[src/rtl/regfile_client.sv]
// regfile_client: operand-fetch front end for a register file with registered reads.
// Takes an rs/rt read request, presents the addresses, and folds in any write that
// commits while the read is in flight, so a response always reflects the newest value.
module regfile_client #(
    parameter int ADDR_W = 6,
    parameter int DATA_W = 32
) (
    input  logic              clk,
    input  logic              rst_n,
    input  logic              req_valid,
    output logic              req_ready,
    input  logic [ADDR_W-1:0] req_rs,
    input  logic [ADDR_W-1:0] req_rt,
    output logic              rsp_valid,
    input  logic              rsp_ready,
    output logic [DATA_W-1:0] rs_data,
    output logic [DATA_W-1:0] rt_data,
    input  logic              wr_en,
    input  logic [ADDR_W-1:0] wr_addr,
    input  logic [DATA_W-1:0] wr_data,
    output logic [ADDR_W-1:0] rf_rs_addr,
    output logic [ADDR_W-1:0] rf_rt_addr,
    output logic              rf_we,
    output logic [ADDR_W-1:0] rf_rd_addr,
    output logic [DATA_W-1:0] rf_wdata,
    input  logic [DATA_W-1:0] rf_rs_data,
    input  logic [DATA_W-1:0] rf_rt_data
);

    typedef enum logic [1:0] {IDLE, ISSUE, CAPTURE, RESP} state_t;

    state_t            state, state_nxt;
    logic              hit_rs, hit_rt;
    logic              fwd_rs, fwd_rt;
    logic [DATA_W-1:0] fwd_data;

    // Writes go straight through; reset masks the enable so nothing commits while held.
    assign rf_we      = wr_en & rst_n;
    assign rf_rd_addr = wr_addr;
    assign rf_wdata   = wr_data;

    // A write committing at the coming edge that targets one of the held read addresses.
    assign hit_rs = rf_we && (wr_addr == rf_rs_addr);
    assign hit_rt = rf_we && (wr_addr == rf_rt_addr);

    // State register.
    always_ff @(posedge clk) begin
        if (!rst_n) state <= IDLE;
        else        state <= state_nxt;
    end

    // Next-state and handshake outputs; handshakes are masked while reset is held.
    always_comb begin
        state_nxt = state;
        req_ready = 1'b0;
        rsp_valid = 1'b0;
        unique case (state)
            IDLE: begin
                req_ready = rst_n;
                if (req_valid) state_nxt = ISSUE;
            end
            ISSUE:   state_nxt = CAPTURE;
            CAPTURE: state_nxt = RESP;
            RESP: begin
                rsp_valid = rst_n;
                if (rsp_ready) state_nxt = IDLE;
            end
            default: state_nxt = IDLE;
        endcase
    end

    // Datapath: address latch, forward capture at the file's sampling edge, operand
    // selection, and in-place refresh while the consumer stalls.
    always_ff @(posedge clk) begin
        if (!rst_n) begin
            rf_rs_addr <= '0;
            rf_rt_addr <= '0;
            rs_data    <= '0;
            rt_data    <= '0;
            fwd_rs     <= 1'b0;
            fwd_rt     <= 1'b0;
            fwd_data   <= '0;
        end else begin
            unique case (state)
                IDLE: begin
                    if (req_valid) begin
                        rf_rs_addr <= req_rs;
                        rf_rt_addr <= req_rt;
                    end
                end
                ISSUE: begin
                    // The file samples the old contents at this edge, so a same-edge
                    // write has to be remembered here and applied one edge later.
                    fwd_rs   <= hit_rs;
                    fwd_rt   <= hit_rt;
                    fwd_data <= wr_data;
                end
                CAPTURE: begin
                    rs_data <= hit_rs ? wr_data : (fwd_rs ? fwd_data : rf_rs_data);
                    rt_data <= hit_rt ? wr_data : (fwd_rt ? fwd_data : rf_rt_data);
                end
                RESP: begin
                    if (!rsp_ready) begin
                        if (hit_rs) rs_data <= wr_data;
                        if (hit_rt) rt_data <= wr_data;
                    end
                end
                default: ;
            endcase
        end
    end

endmodule

[config.mk]
export PLATFORM = sky130hd
export DESIGN_NAME = regfile_client
export DESIGN_NICKNAME = d
export VERILOG_FILES = /design/src/rtl/regfile_client.sv
export SDC_FILE = /design/constraint.sdc
export NUM_CORES = 1
export LEC_CHECK = 0
export ABC_AREA = 1
export CAP_MARGIN = 20
export CORE_ASPECT_RATIO = 1.4
export CORE_UTILIZATION = 47
export DETAILED_ROUTE_END_ITERATION = 16
export GPL_TIMING_DRIVEN = 0
export PLACE_DENSITY = 0.89
export SETUP_SLACK_MARGIN = 0.05
export SKIP_CTS_REPAIR_TIMING = 1
export SLEW_MARGIN = 15
export SYNTH_ARGS = -nofsm -noshare
export SYNTH_HDL_FRONTEND = slang
export SYNTH_SLANG_ARGS = --single-unit
[constraint.sdc]
create_clock -name clk -period 3.85 [get_ports clk]
set_input_delay 0.385 -clock clk [delete_from_list [all_inputs] [get_ports clk]]
set_output_delay 0.385 -clock clk [all_outputs]
set_load 0.005 [all_outputs]
== Word-level counts from Yosys, hierarchy flattened ==
Index checks and enable logic that the tools add are counted.
Word-level totals
  bits in registers: 112
  input port bits: 119
  output and inout bits: 117
  word-level logic and storage cells: 42
Cells by class
  eq/ne operators: 10
  multiplexer cells: 15
  bitwise logic cells: 1
  reduce and logical (&&, ||, !) cells: 8
Operators with widths (number)
  $mux W32: 8
  $pmux W32 S2: 2
  $eq A6 B6 Y1: 2
  $ne A2 B2 Y1 const B: 5
  $pmux W2 S4: 1
  $reduce_and A3 Y1: 2
  $eq A2 B2 Y1 const B: 2
  $mux W2: 2
  $reduce_and A2 Y1: 2
  $eq A2 B1 Y1 const B: 1
  $logic_and A1 B1 Y1: 2
  $logic_not A2 Y1: 1
  $mux W1: 2
  $reduce_bool A2 Y1: 1
  $and A1 B1 Y1: 1

== Logic depth before layout (Yosys ltp) ==
  depth after elaboration: 5
  depth in mapped cells: 13
  gate-level depth less buffers: 12

== Least setup slack after synthesis ==
Ideal clock, no wire load.
  kind: input to output
  from: in rst_n
  to: out req_ready
  data arrival time: 1074 ps
  required time: 3465 ps
  slack: 2391 ps
  stages on the path: 5
  path buffers: 3
  cells stage by stage: buf_2 -> clkbuf_1 -> buf_2 -> nand2_1 -> inv_1
On the way
  longest elaborated chain between the ends: 1
RTL lines
  start, declared: RTL line 9  | input logic rst_n,
  $mux W1: RTL line 57  | unique case (state)
  end, declared: RTL line 11  | output logic req_ready,
Every way passes these cells.

== Worst setup path after layout ==
  from: in rst_n
  to: out rsp_valid
On the way
  longest elaborated chain between the ends: 1
RTL lines
  $mux W1: RTL line 57
  end, declared: RTL line 14  | output logic rsp_valid,
Every way passes these cells.

==> metrics.cfg <==
[timing]
fin_skew_ns=0.006590
tightestPinTransition_ns=0.7037
post-route-period-util_pct=76.20
hold_viol_final=0
slew_violations=0
rsz0062_at_grt=false
slew-limit-headroom_pct=53.08
setup_slack_ns=0.9162
tns_ns=0
min_period_ns=2.934
finalSetupViolCount=0
max_freq_mhz=340.9

[flow_run]
cap_violations=0

[floorplan]
die_area_um2=13060
core_area_um2=12310
rows=48
die_y_um=134.8
ioPinCount=236
start_util_pct=48.09
die_x_um=96.86

[grt]
grtUsageTotal_pct=30.99
first_global_vias=6355
grt_pass1_wl_mm=31.93
grt_overflow=0
grt_max_degree=18
grt_antenna_before_repair=0

[synthesis]
post_synth_xor_area_fraction_pct=0.1479
yosys.area.top_type_share_pct=37.87
syn_area_um2=5921
synthTopCellsByCount=nor2_1 (130), dfxtp_1 (112), nand2_1 (98)
yosys-top-cells-area=dfxtp_1 (38%), mux2i_1 (10%), nor2_1 (8.2%)
syn-instance-count=823
synthMuxAreaShare_pct=9.975
synthMostInstantiatedCell=nor2_1
synth_seq_area_share_pct=37.87
synth_compound_area_share_pct=18.93
async_reset_ff_share_pct=0
synth_seq_cells=112
synth_fa_ha_area_share_pct=1.057
synth_top_family_by_area=compound AO/OA/AOI/OAI gates
syn_nets=947
synth_edf_count=0
synth_cell_types=23
ys_warn_count=0
postSynthAreaPerCell_um2=7.194
synth-simple-area-share_pct=17.98
yosysTopAreaCell=dfxtp_1
synth_ff_type=dfxtp_1

[power_and_ir_drop]
pwr-share-comb_pct=48.9
peakVddDrop_mv=0.3140
switchingPower_mw=2.113
power_density_nw_per_um2=627.7
leakage_nw=3.757
clkPwrFrac_pct=17.5
power_frac_seq_pct=33.6
swShare_pct=38.43
p_int_mw=3.386

[clocking]
clkSlewWorstSetupHoldPaths_ns=0.07
cts_tree=done
cts_buffers=9
cts-root-buf=clkbuf_16
ctsLongestPathBuffers=2
clock_latency_ns=0.35
cts_num_sinks=112
h-tree-depth=3

[layout]
n_antenna_cell=0
multi_input_area_um2=2848
seqCellArea_um2=2242
area_growth_pct=47.95
drive_gt1_share_pct=8.752
fillers=987
nNetsFinal=1193

[worst_setup_path]
cpPeakStageDelay_ns=0.52
cp_slowest_cell=clkdlybuf4s50_1
required_ns=3.46
timing_worst_setup_path_type=input port to output port
arrival_ns=2.55
r2r_cells=5
r2r-end=fwd_data[11]
end_kind=output port
crit-reg2reg-launch=state[1]
crit_buf_inv=6
crit_family=buffers and inverters
path_max_fanout=10
startpoint_type=input port
cp_cell_sequence=clkdlybuf4s50_1 > buf_2 > clkbuf_1 > buf_2 > nand2_1 > inv_1 > clkdlybuf4s50_1
r2r_slack_ns=1.77

[detailed_routing]
first_iter_violations=485
drc_errors=0
vias=6602
ant_nets=0
vias_per_cell=5.394
wl_per_cell_um=16.97
dr.pass1.iters=6
wl_mm=20.77

[placed_design]
hpwlAfterDp_mm=15.55
preCtsSetupSlack_ns=0.9728
io_buffers=235
place_congestion=0.8962

[min_path]
min_path_cells=2
hold_end=rt_data[9]
worstHoldStart=rt_data[9]
hold_path.class=flip-flop to flip-flop

[run_status]
status=finished, final reports clean

cell families after synthesis:
kind of cell	after synthesis
simple gates	264
compound gates	223
buf+inv	159
flops	112
mux	59
fa+ha+maj	5
xor+xnor	1
cell usage in the layout (no fill, tap or decap), types with 23 or more instances in the layout:
master,instances
dfxtp_1,112
nand2_1,98
buf_4,44
mux2i_1,59
nor2_1,130
o21ai_1,62
inv_1,59
clkbuf_1,23
o21ai_0,85
a21oi_1,73
clkdlybuf4s50_1,235
final cells by class:
| type | count | area share, % |
|---|---|---|
| multi-input cells | 552 | 32.51 |
| repair buffers | 235 | 26.85 |
| flip-flops and latches | 112 | 25.60 |
| plain buffers | 93 | 6.656 |
| inverters | 66 | 2.828 |
| clock buffers | 11 | 2.771 |
| well taps | 150 | 2.143 |
| clock inverters | 5 | 0.6428 |
stage by stage:
step           power [mW]  instance area [um^2]  cells  util (%)  hold slack, ns
2_1_floorplan       3.282                  5921    823         -          0.4600
6_report            5.499                  8760   1224     71.15          0.4666
5_1_grt             5.805                  8760   1224     71.15          0.4953
3_5_place_dp        4.495                  8461   1208     68.72          0.4590
3_3_place_gp        4.426                  8461   1208     68.72          0.4558
4_1_cts             5.458                  8760   1224     71.15          0.4701
how the worst max path moves through the flow:
stage	start	to	slack, ns	depth (start not counted)
6_report	rst_n	rsp_valid	0.92	7
3_3_place_gp	rst_n	req_ready	0.97	7
3_5_place_dp	rst_n	req_ready	0.97	7
4_1_cts	rst_n	rsp_valid	0.96	7
2_1_floorplan	rst_n	req_ready	2.39	5
5_1_grt	rst_n	rsp_valid	0.84	7
power by group through the flow:
stage | registers (mW) | clock network (mW) | logic [mW]
after floorplan | 1.83 | 0 | 1.45
after global placement | 1.84 | 0 | 2.59
after detailed placement | 1.86 | 0 | 2.64
after CTS | 1.84 | 0.964 | 2.66
after global routing | 1.89 | 1.01 | 2.90
final | 1.85 | 0.960 | 2.69
state kept, by name, summed over array words and instances, names as in the netlist:
signal,count
fwd_rs,1
fwd_data,32
state,2
rs_data,32
rf_rs_addr,6
rt_data,32
fwd_rt,1
rf_rt_addr,6
worst min-delay path, stage by stage, from the launching register on:
cell	delay [ns]
dfxtp_1	0.31
nand2_1	0.06
a21oi_1	0.05
layer usage:
metal	track usage (%)	vias up	part of all wire (%)
met4	17.50	0	4.2
met2	55.56	355	50
met3	6.418	58	8.6
met1	33.91	3026	37
met5	0	-	0
li1	-	3163	-
Note: power is estimated with default switching activity, not from simulation.
